**config.mk**
```make
export PLATFORM = sky130hd
export DESIGN_NAME = stereo_lr_scheduler
export DESIGN_NICKNAME = d
export VERILOG_FILES = /design/src/rtl/audio_pkg.sv /design/src/rtl/attenuator.sv /design/src/rtl/stereo_lr_scheduler.sv
export SDC_FILE = /design/constraint.sdc
export NUM_CORES = 1
export LEC_CHECK = 0
export BUFFER_PORTS_ARGS = -buffer_cell sky130_fd_sc_hd__buf_2
export CAP_MARGIN = 10
export CORE_MARGIN = 5
export CORE_UTILIZATION = 59
export CTS_BUF_LIST = sky130_fd_sc_hd__clkbuf_4 sky130_fd_sc_hd__clkbuf_8
export CTS_CLUSTER_DIAMETER = 120
export CTS_CLUSTER_SIZE = 20
export DETAILED_ROUTE_END_ITERATION = 12
export PLACE_DENSITY = 0.95
export SLEW_MARGIN = 20
export SYNTH_ARGS = -nofsm -noshare
export SYNTH_HDL_FRONTEND = slang
export SYNTH_SLANG_ARGS = --single-unit
export TNS_END_PERCENT = 50
```
**constraint.sdc**
```tcl
create_clock -name clock -period 5.7 [get_ports clock]
set_clock_uncertainty 0.15 [all_clocks]
set_input_delay 1.14 -clock clock [delete_from_list [all_inputs] [get_ports clock]]
set_output_delay 1.14 -clock clock [all_outputs]
set_load 0.03 [all_outputs]
```
**src/rtl/audio_pkg.sv**
```systemverilog
// Shared types and defaults for the stereo audio scheduling path.
package audio_pkg;

    localparam int DEFAULT_DATA_WIDTH  = 32;
    localparam int DEFAULT_SHIFT_WIDTH = 5;

    typedef enum logic {
        S_LEFT  = 1'b0,
        S_RIGHT = 1'b1
    } lr_state_t;

endpackage

```
**src/rtl/attenuator.sv**
```systemverilog
// Combinational volume stage: signed arithmetic right shift followed by mute.
module attenuator #(
    parameter int DATA_WIDTH  = 32,
    parameter int SHIFT_WIDTH = 5
) (
    input  logic [DATA_WIDTH-1:0]  sample_i,
    input  logic [SHIFT_WIDTH-1:0] shift_i,
    input  logic                   mute_i,
    output logic [DATA_WIDTH-1:0]  sample_o
);

    logic signed [DATA_WIDTH-1:0] shifted;

    // Oversized shifts degrade to pure sign fill, which is the intended floor.
    assign shifted  = $signed(sample_i) >>> shift_i;
    assign sample_o = mute_i ? '0 : shifted;

endmodule

```
**src/rtl/stereo_lr_scheduler.sv**
```systemverilog
// Interleaves left/right FWFT FIFO streams into one output FIFO as L,R,L,R with
// per-pair attenuation/mute latched at the left write, and counts finished pairs.
module stereo_lr_scheduler
    import audio_pkg::*;
#(
    parameter int DATA_WIDTH  = DEFAULT_DATA_WIDTH,
    parameter int SHIFT_WIDTH = DEFAULT_SHIFT_WIDTH
) (
    input  logic                   clock,
    input  logic                   reset,
    input  logic [DATA_WIDTH-1:0]  left_dout,
    input  logic                   left_empty,
    output logic                   left_rd_en,
    input  logic [DATA_WIDTH-1:0]  right_dout,
    input  logic                   right_empty,
    output logic                   right_rd_en,
    output logic [DATA_WIDTH-1:0]  out_din,
    input  logic                   out_full,
    output logic                   out_wr_en,
    input  logic [SHIFT_WIDTH-1:0] volume_shift,
    input  logic                   mute,
    output logic [31:0]            pair_count,
    output logic                   expect_right
);

    lr_state_t               state_q, state_d;
    logic [SHIFT_WIDTH-1:0]  vol_q, vol_d;
    logic                    mute_q, mute_d;
    logic [31:0]             pair_count_q, pair_count_d;

    logic [DATA_WIDTH-1:0]   att_sample;
    logic [SHIFT_WIDTH-1:0]  att_shift;
    logic                    att_mute;
    logic [DATA_WIDTH-1:0]   att_result;

    // Single attenuator; its operands follow whichever channel the state selects.
    attenuator #(
        .DATA_WIDTH  (DATA_WIDTH),
        .SHIFT_WIDTH (SHIFT_WIDTH)
    ) u_attenuator (
        .sample_i (att_sample),
        .shift_i  (att_shift),
        .mute_i   (att_mute),
        .sample_o (att_result)
    );

    always_ff @(posedge clock or posedge reset) begin
        if (reset) begin
            state_q      <= S_LEFT;
            vol_q        <= '0;
            mute_q       <= 1'b0;
            pair_count_q <= '0;
        end else begin
            state_q      <= state_d;
            vol_q        <= vol_d;
            mute_q       <= mute_d;
            pair_count_q <= pair_count_d;
        end
    end

    always_comb begin
        state_d      = state_q;
        vol_d        = vol_q;
        mute_d       = mute_q;
        pair_count_d = pair_count_q;
        left_rd_en   = 1'b0;
        right_rd_en  = 1'b0;
        out_wr_en    = 1'b0;
        out_din      = '0;
        expect_right = 1'b0;
        att_sample   = left_dout;
        att_shift    = volume_shift;
        att_mute     = mute;

        case (state_q)
            S_LEFT: begin
                if (!left_empty && !out_full) begin
                    left_rd_en = 1'b1;
                    out_wr_en  = 1'b1;
                    out_din    = att_result;
                    vol_d      = volume_shift;
                    mute_d     = mute;
                    state_d    = S_RIGHT;
                end
            end
            S_RIGHT: begin
                expect_right = 1'b1;
                // Right sample uses the settings captured with its left partner.
                att_sample   = right_dout;
                att_shift    = vol_q;
                att_mute     = mute_q;
                if (!right_empty && !out_full) begin
                    right_rd_en  = 1'b1;
                    out_wr_en    = 1'b1;
                    out_din      = att_result;
                    pair_count_d = pair_count_q + 32'd1;
                    state_d      = S_LEFT;
                end
            end
            default: begin
                state_d = S_LEFT;
            end
        endcase
    end

    assign pair_count = pair_count_q;

endmodule

```
==> run_results.csv, run 1 <==
group,metric,value,unit
route,met1Wirelength,7430,µm
synthesis,yosysWarnings,0,
power,p_int,0.782,mW
sta,period_needed,5.11,ns
global_route,grt-ovfl-total,0,
job,maxCapViolations,0,
sta,tightest_slew,0.944,ns
clocking,clockBufferDepth,2,
synthesis,synth-edff-count,0,
layout,drive_above_1_share,31.3,%
synthesis,postSynth.asyncResetShare,100,%
sta,slew_violations,0,
layout,layout.nets,761,
route,top_layer_used,"met4",
sta,grt_setup_unrepaired,"no",
floorplan,dieArea,10000,µm²
synthesis,ys_types,69,
route,routed_wl,18800,µm
route,dr_wl_met2,8380,µm
floorplan,pin_count,143,
sta,finalSetupTns,0,ns
synthesis,synth_seq_cells,39,
clocking,cts_tree,"yes",
synthesis,syn_nets,644,
placed_design,place_inst,780,
clocking,ctsHtreeMaxLevel,2,
placed_design,gp_congestion,1.11,
hold_path,hp-class,"register to register",
global_route,grt_max_degree,55,
clocking,ctsResizeCount,0,
floorplan,coreArea,7810,µm²
power,p_clk_share,12.3,%
layout,fin_cells,788,
clocking,cts_setup_buffers,0,
floorplan,core.rowCount,32,
floorplan,start_util,61.4,%
power,power,1.64,mW
global_route,grt.total_usage,36.7,%
clocking,hold_buffers,0,
synthesis,syn_area,4800,µm²
power,combPwrFrac,66.0,%
global_route,grt_pass1_vias,5367,
route,post_drt_wl_per_cell,23.9,µm
global_route,grt_pass1_wl,29200,µm
layout,fillers,627,
clocking,numCtsBuffers,5,
outcome,status,"completed",
power,p_leak,2.64,nW
worst_setup_path,arrival,3.82,ns
route,firstDrtPassIters,6,
clocking,clkTransAtPathRegs,0.08,ns
route,dr_total_vias,5432,
route,viasPerCell,6.89,
route,route.detailed.drc,0,
sta,max_slew_margin,35.8,%
floorplan,die_w,100,µm
power,pwr-share-seq,21.7,%
sta,final-setup-viol-count,0,
sta,fin_hold_ws,0.329,ns
synthesis,synth_cells,568,
sta,clock.fmax,196,MHz
power,ir_drop,265,µV
power,switchingPower,0.863,mW
power,switching_share,52.5,%
clocking,clock-sinks,39,
power,powerDensity,298,nW/µm²
global_route,antenna_found_initial,0,
worst_setup_path,critPathMaxFanout,28,
route,postRouteAntennaNets,0,
worst_setup_path,required,4.41,ns
route,first_iter_violations,628,
synthesis,syn_avg_cell_area,8.45,µm²
placed_design,hpwl,14700,µm
sta,fin_crit_sh,89.6,%
clocking,root_buffer,"clkbuf_8",
layout,syn_to_final_growth,15.0,%
synthesis,synth_ff_type,"dfrtp_1",
placed_design,portBuffers,142,
synthesis,seq_area_frac_synth,20.3,%
worst_setup_path,crit_path_start_kind,"input port",
route,wl_met3,2270,µm
floorplan,die_y,100,µm
layout,final_util,70.7,%
clocking,clk_latency,0.30,ns
worst_setup_path,endpoint_kind,"output pin",
layout,n_antenna_cell,0,
sta,finalHoldViolations,0,
worst_setup_path,critPathKind,"input port to output pin",
[flip-flops by register name, summed over array words and instances, names as in the netlist]
register and flops:
vol_q 5, state_q 1, pair_count 32, mute_q 1
[final cells by class]
type                       count  area (µm²)  share of cell area (%)
clock buffer                   6        82.6                    1.50
clock inverter                 2        16.3                   0.295
inverter                       8        30.0                   0.544
multi-input combinational    480        3510                    63.5
sequential                    39         977                    17.7
tap                          102         128                    2.31
timing repair buffer         151         778                    14.1
[synth_stat cells, drive strengths merged, types with 14 or more instances]
cell type,count,area share [%]
mux2i,69,15
o21ai,23,2.4
mux2,29,7.0
xnor2,23,4.2
nor2,48,3.8
a211oi,14,2.3
nand3,21,2.2
a21oi,23,2.4
nand2,80,6.3
dfrtp,39,20
buf,29,5.0
[cell usage in the layout (no fill, tap or decap), types with 3 or more instances in the layout]
master,n
a21boi_0,3
mux2i_4,3
inv_1,8
a211oi_1,13
and2_1,3
mux2_2,27
clkbuf_8,6
and4_1,3
and3_1,5
nand4_1,5
o22ai_1,12
o32ai_1,8
a211o_1,4
nand2b_1,7
o21bai_1,3
a21oi_1,23
nand3_1,21
xor2_1,8
buf_2,142
xnor2_1,23
o21ai_1,4
nor2_1,48
a221oi_1,9
o221ai_1,3
a32oi_1,3
mux2i_1,64
buf_4,9
o21ai_0,19
or3_1,5
o211ai_1,9
mux4_2,10
nand2_1,80
nor2b_1,4
nor3_1,7
a31oi_1,5
dfrtp_1,38
[per-stage QoR]
stage | setup WS (ns) | instance area [µm²]
detailed placement | 0.744 | 5420
CTS | 0.769 | 5520
floorplan | 0.786 | 4800
global placement | 0.741 | 5420
finish | 0.594 | 5520
global route | 0.527 | 5520
[cells by family after synthesis]
kind of cell               after synthesis  share of synthesized area (%)
AOI/OAI and AO/OA                      142                           20.8
xor gates and xnor gates                31                           5.66
adders and majority gates                1                          0.261
muxes                                  109                           27.5
and+or+nand+nor                        197                           18.9
DFF                                     39                           20.3
buffers and inverters                   49                           6.55
[final timing paths]
kind,from,to,slack [ns],cells past startpoint
worst max-delay path,volume_shift[1],out_din[8],0.59,7
max in group asynchronous,reset,state_q,4.24,3
min in group asynchronous,reset,pair_count[15],0.80,3
worst min-delay path,pair_count[31],pair_count[31],0.33,1
worst max register to register,state_q,pair_count[27],3.13,6
worst min register to register,pair_count[31],pair_count[31],0.33,1
[worst max-delay path, stage by stage]
cell,delay (ns)
buf_2,0.58
mux2_2,0.46
a221oi_1,0.72
a221oi_1,0.16
a22oi_1,0.28
o311ai_0,0.24
buf_2,0.24
[per-layer routing]
layer | up-vias | track usage (%)
met5 | - | 0
met4 | 0 | 14.1
met3 | 65 | 8.69
met2 | 429 | 56.6
met1 | 2576 | 50.0
li1 | 2362 | -
[power by group through the flow]
stage / clock network, mW / registers, mW / logic, mW
6_report: 0.202 / 0.357 / 1.09
5_1_grt: 0.216 / 0.360 / 1.13
4_1_cts: 0.203 / 0.354 / 1.04
3_5_place_dp: 0 / 0.359 / 1.04
3_3_place_gp: 0 / 0.355 / 1.04
2_1_floorplan: 0 / 0.361 / 0.771
Note: power is estimated with default switching activity, not from simulation.
==> run 2: changes to the inputs <==
--- a/config.mk
+++ b/config.mk
@@ -5,15 +5,16 @@
 export SDC_FILE = /design/constraint.sdc
 export NUM_CORES = 1
 export LEC_CHECK = 0
-export BUFFER_PORTS_ARGS = -buffer_cell sky130_fd_sc_hd__buf_2
 export CAP_MARGIN = 10
 export CORE_MARGIN = 5
-export CORE_UTILIZATION = 59
+export CORE_UTILIZATION = 60
 export CTS_BUF_LIST = sky130_fd_sc_hd__clkbuf_4 sky130_fd_sc_hd__clkbuf_8
 export CTS_CLUSTER_DIAMETER = 120
 export CTS_CLUSTER_SIZE = 20
 export DETAILED_ROUTE_END_ITERATION = 12
-export PLACE_DENSITY = 0.95
+export DONT_BUFFER_PORTS = 1
+export PLACE_DENSITY = 0.81
+export REMOVE_ABC_BUFFERS = 1
 export SLEW_MARGIN = 20
 export SYNTH_ARGS = -nofsm -noshare
 export SYNTH_HDL_FRONTEND = slang
==> run_results.csv, run 2 (synthesis gave the netlist of run 1 again) <==
group,metric,value,unit
route,post_drt_wl_per_cell,24.4,µm
power,ir_drop,129,µV
worst_setup_path,cp_num_cells,6,
clocking,numCtsBuffers,5,
clocking,ctsResizeCount,0,
floorplan,coreArea,7770,µm²
sta,slew_violations,0,
sta,final-setup-viol-count,0,
layout,final_common_cell,"nand2_1",
route,firstDrtPassIters,8,
layout,drive_above_1_share,14.8,%
global_route,grt_max_degree,43,
route,first_iter_violations,446,
layout,fin_cells,655,
placed_design,portBuffers,0,
route,dr_total_vias,4729,
layout,syn_to_final_growth,1.98,%
placed_design,hpwl,12500,µm
route,viasPerCell,7.22,
layout,final_util,63.0,%
global_route,grt-ovfl-total,0,
sta,finalSetupTns,0,ns
worst_setup_path,worstPathCellList,"mux2i_4 > buf_4 > o21ai_0 > a221oi_1 > o221ai_1 > nor2_1",
clocking,root_buffer,"clkbuf_8",
worst_setup_path,critPathKind,"register to output pin",
sta,max_slew_margin,32.6,%
sta,grt_setup_unrepaired,"no",
clocking,cts_tree,"yes",
global_route,grt.total_usage,31.3,%
layout,stdcell_area,4890,µm²
worst_setup_path,required,4.41,ns
power,powerDensity,318,nW/µm²
power,power,1.56,mW
placed_design,dp_slack,1.11,ns
floorplan,core.rowCount,32,
route,route.detailed.drc,0,
clocking,clockBufferDepth,2,
worst_setup_path,r2r_cells,6,
route,routed_wl,16000,µm
global_route,grt_pass1_wl,25000,µm
worst_setup_path,critPathMaxFanout,42,
worst_setup_path,arrival,3.63,ns
hold_path,holdPathStages,2,
placed_design,place_inst,647,
worst_setup_path,crit_buf_inv,1,
sta,tightest_slew,1.00,ns
floorplan,die_y,99.4,µm
sta,worst_slack,0.784,ns
placed_design,post_dp_cell_area,4780,µm²
worst_setup_path,crit_path_start_kind,"register",
clocking,clk_latency,0.29,ns
power,p_leak,2.04,nW
clocking,ctsHtreeMaxLevel,2,
job,maxCapViolations,0,
floorplan,start_util,61.8,%
sta,fin_crit_sh,86.2,%
sta,fin_hold_ws,0.359,ns
sta,finalHoldViolations,0,
sta,period_needed,4.92,ns
placed_design,gp_congestion,0.989,
floorplan,pin_count,143,
worst_setup_path,crit_family,"compound AO/OA/AOI/OAI gates",
global_route,antenna_found_initial,0,
outcome,status,"completed",
sta,clock.fmax,203,MHz
worst_setup_path,critical-path-max-stage-delay,0.83,ns
layout,layout_common_cells,"nand2_1, mux2i_1, nor2_1, dfrtp_1, mux2_2",
layout,n_antenna_cell,0,
hold_path,hp-class,"register to register",
layout,largest_reg_flops,32,
route,postRouteAntennaNets,0,
clocking,clkTransAtPathRegs,0.08,ns
clocking,cts_setup_buffers,0,
worst_setup_path,endpoint_kind,"output pin",
layout,layout.nets,628,
clocking,clock-sinks,39,
floorplan,die_w,99.4,µm
global_route,grt_pass1_vias,4623,
worst_setup_path,slowest_stage,"dfrtp_4",
clocking,hold_buffers,0,
floorplan,dieArea,9880,µm²
## run 2: path summary, 6_finish.rpt
kind,start,to,slack (ns)
min in group asynchronous,reset,pair_count[8],0.57
worst min-delay path,mute_q,mute_q,0.36
worst max register to register,state_q,pair_count[27],3.00
worst max-delay path,state_q,out_din[14],0.78
max in group asynchronous,reset,state_q,4.09
worst min register to register,mute_q,mute_q,0.36
## run 2: worst reg2reg max path, cell delays in order, from the launching register on
cell and delay, ns:
dfrtp_4 0.83, and4bb_2 0.34, nand3_1 0.12, or2_2 0.41
or3_4 0.42, nor2_1 0.14, xor2_1 0.20
## run 2: power breakdown
part	internal, mW	total [mW]	switching [mW]	leakage (nW)
Sequential	0.302	0.411	0.109	0.526
Combinational	0.343	0.918	0.575	1.46
Clock	0.130	0.228	0.0981	0.0581
Total	0.776	1.56	0.781	2.04
## run 2: area by class of cell
type | count | area (µm²)
clock buffers | 5 | 68.8
clock inverters | 3 | 43.8
fillers | 732 | 2880
inverters | 8 | 30.0
multi-input cells | 480 | 3510
flip-flops and latches | 39 | 980
well taps | 102 | 128
repair buffers | 18 | 135
## run 2: layer usage
layer / global-route usage (%) / vias up / share of wire [%]
li1: - / 2105 / -
met1: 37.2 / 2238 / 37
met2: 53.2 / 322 / 48
met3: 8.06 / 64 / 11
met4: 13.9 / 0 / 4.4
met5: 0 / - / 0
==> run 3: changes to the inputs <==
--- a/config.mk
+++ b/config.mk
@@ -18,5 +18,6 @@
 export SLEW_MARGIN = 20
 export SYNTH_ARGS = -nofsm -noshare
 export SYNTH_HDL_FRONTEND = slang
+export SYNTH_HIERARCHICAL = 1
 export SYNTH_SLANG_ARGS = --single-unit
 export TNS_END_PERCENT = 50
==> run_results.csv, run 3 <==
group,metric,value,unit
outcome,status,"completed",
sta,final-setup-viol-count,0,
clocking,clkTransAtPathRegs,0.08,ns
synthesis,seq_area_frac_synth,22.0,%
clocking,ctsResizeCount,0,
floorplan,start_util,61.5,%
layout,final_common_cell,"mux2_2",
synthesis,yosys-top-cells-count,"mux2_2, nand2_1, dfrtp_1",
synthesis,syn_area,4440,µm²
layout,syn_to_final_growth,2.00,%
power,powerDensity,398,nW/µm²
synthesis,ys_types,62,
global_route,grt.total_usage,25.3,%
clocking,clk_latency,0.29,ns
clocking,cts_setup_buffers,0,
synthesis,yosysMostFrequentCell,"mux2_2",
sta,finalSetupTns,0,ns
route,viasPerCell,7.03,
hold_path,hp-class,"register to register",
floorplan,die_y,96.0,µm
sta,clock.fmax,205,MHz
clocking,ctsHtreeMaxLevel,2,
synthesis,synth_xor_xnor_area_share,6.12,%
synthesis,synthAdderAreaFrac,0.282,%
route,post_drt_wl_per_cell,21.8,µm
layout,n_antenna_cell,0,
sta,tightest_slew,0.773,ns
power,p_leak,1.82,nW
clocking,clockBufferDepth,2,
clocking,cts_tree,"yes",
global_route,grt-ovfl-total,0,
sta,max_slew_margin,48.4,%
synthesis,synth_cells,467,
worst_setup_path,critPathMaxFanout,24,
worst_setup_path,crit_path_start_kind,"input port",
floorplan,die_w,96.0,µm
floorplan,coreArea,7210,µm²
floorplan,pin_count,143,
route,route.detailed.drc,0,
clocking,root_buffer,"clkbuf_8",
route,first_iter_violations,403,
layout,largest_reg_flops,32,
sta,finalHoldViolations,0,
clocking,numCtsBuffers,5,
synthesis,synth_seq_cells,39,
placed_design,portBuffers,0,
synthesis,synth_compound_area_share,12.4,%
job,maxCapViolations,0,
synthesis,synth_top_area_cell,"dfrtp_1",
worst_setup_path,endpoint_kind,"output pin",
global_route,grt_pass1_vias,3673,
worst_setup_path,arrival,3.58,ns
placed_design,place_inst,533,
global_route,antenna_found_initial,0,
sta,period_needed,4.87,ns
synthesis,syn_avg_cell_area,9.50,µm²
global_route,grt_pass1_wl,18400,µm
synthesis,synth_top_area_share,22.0,%
route,dr_total_vias,3801,
floorplan,core.rowCount,31,
power,ir_drop,213,µV
worst_setup_path,required,4.41,ns
clocking,hold_buffers,0,
synthesis,synthTopCellsByArea,"dfrtp_1, mux2_2, mux4_2",
synthesis,yosysWarnings,6,
layout,drive_above_1_share,22.6,%
synthesis,synth_top_family_by_area,"multiplexers",
sta,grt_setup_unrepaired,"no",
route,postRouteAntennaNets,0,
route,firstDrtPassIters,5,
synthesis,synth_ff_type,"dfrtp_1",
placed_design,hpwl,8880,µm
clocking,clock-sinks,39,
layout,layout.nets,517,
route,routed_wl,11800,µm
sta,fin_crit_sh,85.5,%
synthesis,synth-edff-count,0,
worst_setup_path,critPathKind,"input port to output pin",
synthesis,postSynth.asyncResetShare,100,%
global_route,grt_max_degree,45,
layout,layout_common_cells,"mux2_2, nand2_1, dfrtp_1, xnor2_1, mux4_2",
sta,slew_violations,0,
synthesis,yosys.area_share.simple,22.7,%
synthesis,synthMuxAreaShare,31.6,%
floorplan,dieArea,9220,µm²
placed_design,gp_congestion,0.969,
layout,fin_cells,541,
## run 3: through the flow
stage          setup WS, ns  hold slack, ns  cell area [µm²]  utilization [%]  power, mW
5_1_grt               0.592           0.383             4530             62.7       1.91
2_1_floorplan         0.614           0.325             4250                -       1.33
3_5_place_dp          0.743           0.344             4410             61.2       1.58
6_report              0.827           0.360             4530             62.7       1.80
4_1_cts               0.751           0.362             4520             62.6       1.79
3_3_place_gp          0.778           0.334             4410             61.2       1.57
## run 3: critical path, stage by stage
cell,delay [ns]
mux2_2,0.61
buf_4,0.33
mux4_2,0.50
and2_0,0.16
a311o_1,0.33
a32o_1,0.26
nor2b_1,0.23
## run 3: final timing paths
kind / startpoint / to / slack, ns / depth (start not counted)
worst max register to register: state_q / pair_count[23] / 3.07 / 4
min in group asynchronous: reset / vol_q[3] / 0.69 / 2
max in group asynchronous: reset / state_q / 4.36 / 2
worst min register to register: vol_q[4] / vol_q[4] / 0.36 / 1
worst max-delay path: volume_shift[0] / out_din[1] / 0.83 / 7
worst min-delay path: vol_q[4] / vol_q[4] / 0.36 / 1
## run 3: final cells by class
cell class              count  area (µm²)
multi-input cells         382        3250
fillers                   628        2690
flip-flops and latches     39         977
well taps                  99         124
clock buffers               7        96.3
repair buffers              5        37.5
inverters                   8        30.0
clock inverters             1        7.51
## run 3: routing by layer
metal	share of wire [%]	routed length, µm	vias up	GRT usage, %
met1	39	4630	1831	33.5
met3	9.7	1140	19	4.85
met4	2.4	277	0	8.53
met2	49	5720	241	41.5
li1	-	-	1710	-
met5	0	0	-	0
## run 3: cells by family after synthesis
family                   after synthesis
XOR/XNOR                              31
flip-flops                            39
AND/OR/NAND/NOR                      180
buffers and inverters                 46
multiplexers                          96
AO/OA/AOI/OAI                         74
adder cells (fa/ha/maj)                1
## run 3: power breakdown
group          internal (mW)  leakage [nW]  total (mW)  switching [mW]
combinational          0.510          1.25        1.21           0.702
sequential             0.309         0.520       0.385          0.0756
clock                  0.110        0.0505       0.205          0.0953
total                  0.930          1.82        1.80           0.873
